`src/rtl/mem_port_arbiter_if.sv`:
```
// Requester/memory bundle for the data-memory port arbiter.
// slave = arbiter side; master = requesters plus memory macro.
interface mem_port_arbiter_if #(
  parameter int ADDR_W = 16,
  parameter int DATA_W = 16,
  parameter int NREQ   = 3
);
  logic [NREQ-1:0]        req;
  logic [NREQ-1:0]        we;
  logic [NREQ*ADDR_W-1:0] addr;
  logic [NREQ*3-1:0]      len;
  logic [NREQ*DATA_W-1:0] wdata;
  logic [NREQ-1:0]        gnt;
  logic [NREQ-1:0]        beat_ack;
  logic [NREQ-1:0]        rvalid;
  logic [2:0]             rbeat;
  logic [DATA_W-1:0]      rdata;
  logic                   busy;
  logic                   mem_en;
  logic                   mem_we;
  logic [ADDR_W-1:0]      mem_addr;
  logic [DATA_W-1:0]      mem_wdata;
  logic [DATA_W-1:0]      mem_rdata;

  modport slave (
    input  req, we, addr, len, wdata, mem_rdata,
    output gnt, beat_ack, rvalid, rbeat, rdata, busy,
           mem_en, mem_we, mem_addr, mem_wdata
  );

  modport master (
    output req, we, addr, len, wdata, mem_rdata,
    input  gnt, beat_ack, rvalid, rbeat, rdata, busy,
           mem_en, mem_we, mem_addr, mem_wdata
  );
endinterface

```
`src/rtl/mem_port_arbiter.sv`:
```
// Round-robin arbiter granting locked 1-8 word bursts on a single-ported memory;
// read data returns one cycle after each read beat, tagged with its beat index.
module mem_port_arbiter #(
  parameter int ADDR_W = 16,
  parameter int DATA_W = 16,
  parameter int NREQ   = 3
) (
  input  logic              clk,
  input  logic              rst_n,
  mem_port_arbiter_if.slave bus
);
  typedef enum logic {IDLE, BURST} state_e;

  state_e state_q, state_d;

  logic [NREQ-1:0][ADDR_W-1:0] addr_v;
  logic [NREQ-1:0][2:0]        len_v;
  logic [NREQ-1:0][DATA_W-1:0] wdata_v;

  logic [1:0]        last_gnt_q, last_gnt_d;
  logic [1:0]        gidx_q, gidx_d;
  logic [1:0]        win;
  logic [NREQ-1:0]   gnt_q, gnt_d;
  logic [NREQ-1:0]   rvalid_q, rvalid_d;
  logic [2:0]        len_q, len_d;
  logic [2:0]        beat_q, beat_d;
  logic [2:0]        rbeat_q, rbeat_d;
  logic              mem_we_q, mem_we_d;
  logic [ADDR_W-1:0] mem_addr_q, mem_addr_d;
  logic [DATA_W-1:0] mem_wdata_q, mem_wdata_d;
  logic              in_burst;
  logic              last_beat;

  assign addr_v    = bus.addr;
  assign len_v     = bus.len;
  assign wdata_v   = bus.wdata;
  assign in_burst  = (state_q == BURST);
  assign last_beat = (beat_q == len_q);

  // Rotating priority: search begins just after the last requester served.
  always_comb begin
    win = 2'd0;
    case (last_gnt_q)
      2'd0:    if (bus.req[1]) win = 2'd1; else if (bus.req[2]) win = 2'd2; else win = 2'd0;
      2'd1:    if (bus.req[2]) win = 2'd2; else if (bus.req[0]) win = 2'd0; else win = 2'd1;
      default: if (bus.req[0]) win = 2'd0; else if (bus.req[1]) win = 2'd1; else win = 2'd2;
    endcase
  end

  always_ff @(posedge clk or negedge rst_n) begin
    if (!rst_n) state_q <= IDLE;
    else        state_q <= state_d;
  end

  always_comb begin
    state_d = state_q;
    case (state_q)
      IDLE:    if (|bus.req) state_d = BURST;
      BURST:   if (last_beat) state_d = IDLE;
      default: state_d = IDLE;
    endcase
  end

  always_comb begin
    last_gnt_d  = last_gnt_q;
    gidx_d      = gidx_q;
    gnt_d       = gnt_q;
    len_d       = len_q;
    beat_d      = beat_q;
    mem_we_d    = mem_we_q;
    mem_addr_d  = mem_addr_q;
    mem_wdata_d = mem_wdata_q;
    // Read-return stage: bus-cycle qualifiers delayed one cycle.
    rvalid_d    = gnt_q & {NREQ{in_burst & ~mem_we_q}};
    rbeat_d     = beat_q;
    if (!in_burst) begin
      if (|bus.req) begin
        gidx_d      = win;
        gnt_d       = '0;
        gnt_d[win]  = 1'b1;
        len_d       = len_v[win];
        mem_we_d    = bus.we[win];
        mem_addr_d  = addr_v[win];
        mem_wdata_d = wdata_v[win];
        beat_d      = 3'd0;
      end
    end else if (!last_beat) begin
      beat_d      = beat_q + 3'd1;
      mem_addr_d  = mem_addr_q + ADDR_W'(1);
      mem_wdata_d = wdata_v[gidx_q];
    end else begin
      gnt_d      = '0;
      mem_we_d   = 1'b0;
      beat_d     = 3'd0;
      last_gnt_d = gidx_q;
    end
  end

  always_ff @(posedge clk or negedge rst_n) begin
    if (!rst_n) begin
      last_gnt_q  <= 2'd2;
      gidx_q      <= 2'd0;
      gnt_q       <= '0;
      rvalid_q    <= '0;
      len_q       <= 3'd0;
      beat_q      <= 3'd0;
      rbeat_q     <= 3'd0;
      mem_we_q    <= 1'b0;
      mem_addr_q  <= '0;
      mem_wdata_q <= '0;
    end else begin
      last_gnt_q  <= last_gnt_d;
      gidx_q      <= gidx_d;
      gnt_q       <= gnt_d;
      rvalid_q    <= rvalid_d;
      len_q       <= len_d;
      beat_q      <= beat_d;
      rbeat_q     <= rbeat_d;
      mem_we_q    <= mem_we_d;
      mem_addr_q  <= mem_addr_d;
      mem_wdata_q <= mem_wdata_d;
    end
  end

  always_comb begin
    bus.busy      = in_burst;
    bus.mem_en    = in_burst;
    bus.mem_we    = mem_we_q;
    bus.mem_addr  = mem_addr_q;
    bus.mem_wdata = mem_wdata_q;
    bus.gnt       = gnt_q;
    bus.beat_ack  = gnt_q & {NREQ{in_burst}};
    bus.rvalid    = rvalid_q;
    bus.rbeat     = rbeat_q;
    bus.rdata     = bus.mem_rdata;
  end
endmodule
```
`src/flat_wrapper.sv`:
```
// flat-port wrapper written by rule: the top's interface ports become plain ports
module mem_port_arbiter_flat 
#(
  parameter int ADDR_W = 16,
  parameter int DATA_W = 16,
  parameter int NREQ   = 3
)
  (clk, rst_n, bus_req, bus_we, bus_addr, bus_len, bus_wdata, bus_mem_rdata, bus_gnt, bus_beat_ack, bus_rvalid, bus_rbeat, bus_rdata, bus_busy, bus_mem_en, bus_mem_we, bus_mem_addr, bus_mem_wdata);
  mem_port_arbiter_if #(.ADDR_W(ADDR_W), .DATA_W(DATA_W), .NREQ(NREQ)) bus_i ();
  input  logic clk;
  input  logic rst_n;
  input wire logic [$bits(bus_i.req)-1:0] bus_req;
  input wire logic [$bits(bus_i.we)-1:0] bus_we;
  input wire logic [$bits(bus_i.addr)-1:0] bus_addr;
  input wire logic [$bits(bus_i.len)-1:0] bus_len;
  input wire logic [$bits(bus_i.wdata)-1:0] bus_wdata;
  input wire logic [$bits(bus_i.mem_rdata)-1:0] bus_mem_rdata;
  output wire logic [$bits(bus_i.gnt)-1:0] bus_gnt;
  output wire logic [$bits(bus_i.beat_ack)-1:0] bus_beat_ack;
  output wire logic [$bits(bus_i.rvalid)-1:0] bus_rvalid;
  output wire logic [$bits(bus_i.rbeat)-1:0] bus_rbeat;
  output wire logic [$bits(bus_i.rdata)-1:0] bus_rdata;
  output wire logic [$bits(bus_i.busy)-1:0] bus_busy;
  output wire logic [$bits(bus_i.mem_en)-1:0] bus_mem_en;
  output wire logic [$bits(bus_i.mem_we)-1:0] bus_mem_we;
  output wire logic [$bits(bus_i.mem_addr)-1:0] bus_mem_addr;
  output wire logic [$bits(bus_i.mem_wdata)-1:0] bus_mem_wdata;
  assign bus_i.req = bus_req;
  assign bus_i.we = bus_we;
  assign bus_i.addr = bus_addr;
  assign bus_i.len = bus_len;
  assign bus_i.wdata = bus_wdata;
  assign bus_i.mem_rdata = bus_mem_rdata;
  assign bus_gnt = bus_i.gnt;
  assign bus_beat_ack = bus_i.beat_ack;
  assign bus_rvalid = bus_i.rvalid;
  assign bus_rbeat = bus_i.rbeat;
  assign bus_rdata = bus_i.rdata;
  assign bus_busy = bus_i.busy;
  assign bus_mem_en = bus_i.mem_en;
  assign bus_mem_we = bus_i.mem_we;
  assign bus_mem_addr = bus_i.mem_addr;
  assign bus_mem_wdata = bus_i.mem_wdata;
  mem_port_arbiter #(.ADDR_W(ADDR_W), .DATA_W(DATA_W), .NREQ(NREQ)) u_core (.clk(clk), .rst_n(rst_n), .bus(bus_i));
endmodule
```
`config.mk`:
```
export PLATFORM = sky130hd
export DESIGN_NAME = mem_port_arbiter_flat
export DESIGN_NICKNAME = d
export VERILOG_FILES = /design/src/rtl/mem_port_arbiter_if.sv /design/src/rtl/mem_port_arbiter.sv /design/src/flat_wrapper.sv
export SDC_FILE = /design/constraint.sdc
export NUM_CORES = 1
export LEC_CHECK = 0
export ABC_CLOCK_PERIOD_IN_PS = 2100
export BUFFER_PORTS_ARGS = -buffer_cell sky130_fd_sc_hd__buf_2
export CAP_MARGIN = 20
export CORE_MARGIN = 4
export CORE_UTILIZATION = 44
export CTS_BUF_LIST = sky130_fd_sc_hd__clkbuf_16
export DETAILED_ROUTE_END_ITERATION = 10
export PLACE_DENSITY_LB_ADDON = 0.3
export SLEW_MARGIN = 30
export SYNTH_ARGS = -nofsm -noshare
export SYNTH_HDL_FRONTEND = slang
export SYNTH_SLANG_ARGS = --single-unit
```
`constraint.sdc`:
```
create_clock -name clk -period 2.1 [get_ports clk]
set_input_delay 0.525 -clock clk [delete_from_list [all_inputs] [get_ports clk]]
set_output_delay 0.525 -clock clk [all_outputs]
set_load 0.1 [all_outputs]
```
==> run metrics <==
status=finished clean; family with the most delay on the worst path=buffers and inverters; Hold Crit Class=in -> async; Placer Congestion=0.8452; clock sink total=53; Netlist cell types=54; final setup margin=0.07953 ns; mapped cell area=3167 sq um; Layout area overhead=31.96%; Worst slew margin=66.80%; slowest CP cell=dfrtp_4; Starting Density=45.85%; Ant. Diodes=0; die area=8618 sq um; vias=3237; layout cell share with drive strength beyond 1=43.75%; Filler Cell Count=640; Post-DRT Antenna Nets=0; CP endpoint kind=primary output; CTS Root Cell=clkbuf_16; mux contribution to synthesized area=3.279%; Seq/Total Area, Yosys=41.92%; Final min period=2.020 ns; Arr. time, crit path=1.50 ns; Site Rows=30; Final Max Tran Viols=0; Least-Margin Pin Slew=0.5014 ns; worst skew pair latency=0.29 ns; Top Ports=192; CTS buffer count=5; CTS clk-pin slew, worst paths=0.07 ns; syn_nets=459; most numerous cell in the Yosys netlist=dfrtp_1; Critical Path RT=1.57 ns; post-route setup TNS=0 ns; Max Root-Sink Buffers=2; die width=92.84 um; vias in the first global route=3183; Placement Setup Slack=-0.05958 ns; Max Cap Violations=0; Total GRT Usage=22.39%; CTS tree=yes; Synth Area in XOR/XNOR=1.106%; Post-synth top cells=52 x dfrtp_1, 34 x nand2_1, 21 x buf_4, 21 x nor2_1, 20 x o21ai_0; fraction of registers with async set/reset=100.0%; Cell Chain, Critical Path=buf_4, and2_4, buf_2; Tcrit/Tclk final=96.21%; Detailed Route WL=9731 um; dpl hpwl=7444 um; fin util=60.51%; IO Port Bufs=159; initial drt markers=253; crit path kind=reg -> out; fmax=494.9 MHz; CP Max Fanout=12; drt pass-1 iters=6; final hold violation count=0; largest family of logic cells by synthesized area=compound AO/OA/AOI/OAI gates; Synth top area share=41.09%; Simple-Gate Fraction of Synth Area=15.73%; cell count after synthesis=328; # setup viols final=0; first-pass GRT wire length=15580 um; Most used DFF post-synth=dfrtp_1; total gr overflow=0; Routed WL per cell=16.89 um; Core ar.=6907 sq um; Die Y=92.84 um; post-route DRC violation count=0; FF-to-FF setup slack=0.17 ns; Avg Inst Size Synth=9.655 sq um; Via-to-Cell Ratio=5.620; number of synthesized register bits=53; CP max stage delay=0.44 ns; post-layout net count=610; unrepaired setup endpoints after global routing=no; EDFF count, synth=0; Compound-Gate Fraction of Synth Area=28.96%; antenna violations before repair=0; worst path bufs/invs=2; CP startpoint kind=register; cells taking the most area after synthesis=dfrtp_1 41%, a222oi_1 5.4%, buf_4 5.0%; Ys Warns=0; pin count of the biggest net entering global routing=54; Yosys top cell by area=dfrtp_1; Clock H-tree levels=2; Adder-Cell Fraction of Synth Area=0.7902%; clk_skew=0.006535 ns
==> layout make-up <==
type | instances | area [sq um] | share of cell area (%)
clock inverters | 3 | 15.01 | 0.3593
repair buffers | 180 | 969.7 | 23.20
inverters | 3 | 11.26 | 0.2695
well taps | 96 | 120.1 | 2.874
clock buffers | 5 | 125.1 | 2.994
flip-flops and latches | 53 | 1340 | 32.07
multi-input cells | 236 | 1598 | 38.23
==> layer usage <==
layer	part of all wire, %	GRT usage (%)
met1	41	28.59
met2	50	38.51
met3	7.1	3.656
met4	2.1	7.326
met5	0	0
==> state kept, by name, indices dropped and copies added, names as in the netlist, 3 cells and up <==
| register | flops |
|---|---|
| u_core.bus.mem_addr | 16 |
| u_core.bus.mem_wdata | 16 |
| u_core.beat_q | 3 |
| u_core.bus.gnt | 3 |
| u_core.bus.rbeat | 3 |
| u_core.bus.rvalid | 3 |
| u_core.len_q | 3 |
==> what timing repair did <==
action	CTS	global route
buffers inserted	0	0
hold buffers	0	0
gates resized for setup	0	1
endpoints found under the setup margin	0	1
==> worst reg2reg max path, stage by stage, from the launching register on <==
cell and delay (ns):
dfstp_2 0.64, nor2b_1 0.09, a22oi_1 0.31, o22ai_1 0.13
buf_4 0.21, a222oi_1 0.35, o21ai_1 0.10
==> through the flow <==
step                      area (sq um)  cells  hold slack (ns)
after detailed placement          4035    568           0.4516
final                             4179    576           0.2268
after global placement            4035    568           0.4331
after floorplan                   3187    328           0.2294
after global routing              4179    576           0.2521
after CTS                         4175    576           0.2377
==> logic make-up (layout without fill, tap and decap cells) <==
group                    count (synthesis)  after routing
buffers and inverters                   39            191
adder cells (fa/ha/maj)                  2              2
AND/OR/NAND/NOR                        101            101
XOR/XNOR                                 4              4
flip-flops                              53             53
AO/OA/AOI/OAI                          119            119
multiplexers                            10             10
==> placed cells by master, fill, tap and decap left out, types with 4 or more instances in the layout <==
cell | netlist | final
a211oi_1 | 5 | 5
a21o_1 | 8 | 8
a21oi_1 | 9 | 9
a221oi_1 | 7 | 7
a222oi_1 | 17 | 17
a22oi_1 | 7 | 7
a32o_1 | 5 | 5
and2_1 | 7 | 4
buf_2 | 4 | 159
buf_4 | 21 | 19
clkbuf_16 | 0 | 5
dfrtp_1 | 52 | 44
dfrtp_2 | 0 | 7
mux2i_1 | 7 | 7
nand2_1 | 34 | 34
nand2b_1 | 4 | 4
nand3_1 | 6 | 6
nand4_1 | 6 | 6
nor2_1 | 21 | 21
nor3_1 | 8 | 8
o21ai_0 | 20 | 20
o21ai_1 | 11 | 11
o22ai_1 | 9 | 9
xor2_1 | 4 | 4
==> worst paths after layout <==
| check | startpoint | end | cells after the start |
|---|---|---|---|
| worst max-delay path | u_core.bus.busy$_DFF_PN0_ | bus_beat_ack[2] | 3 |
| worst min-delay path | rst_n | u_core.bus.mem_addr[15]$_DFFE_PN0P_ | 2 |
| worst max register to register | u_core.last_gnt_q[1]$_DFFE_PN1P_ | u_core.bus.mem_wdata[12]$_DFFE_PN0P_ | 6 |
| worst min register to register | u_core.beat_q[1]$_DFFE_PN0P_ | u_core.bus.rbeat[1]$_DFF_PN0_ | 0 |
| max in group asynchronous | rst_n | u_core.last_gnt_q[1]$_DFFE_PN1P_ | 2 |
| min in group clk | u_core.beat_q[1]$_DFFE_PN0P_ | u_core.bus.rbeat[1]$_DFF_PN0_ | 0 |
Power is not shown: default switching activity piles up to over one toggle a cycle in this logic, so the estimate is an artifact.
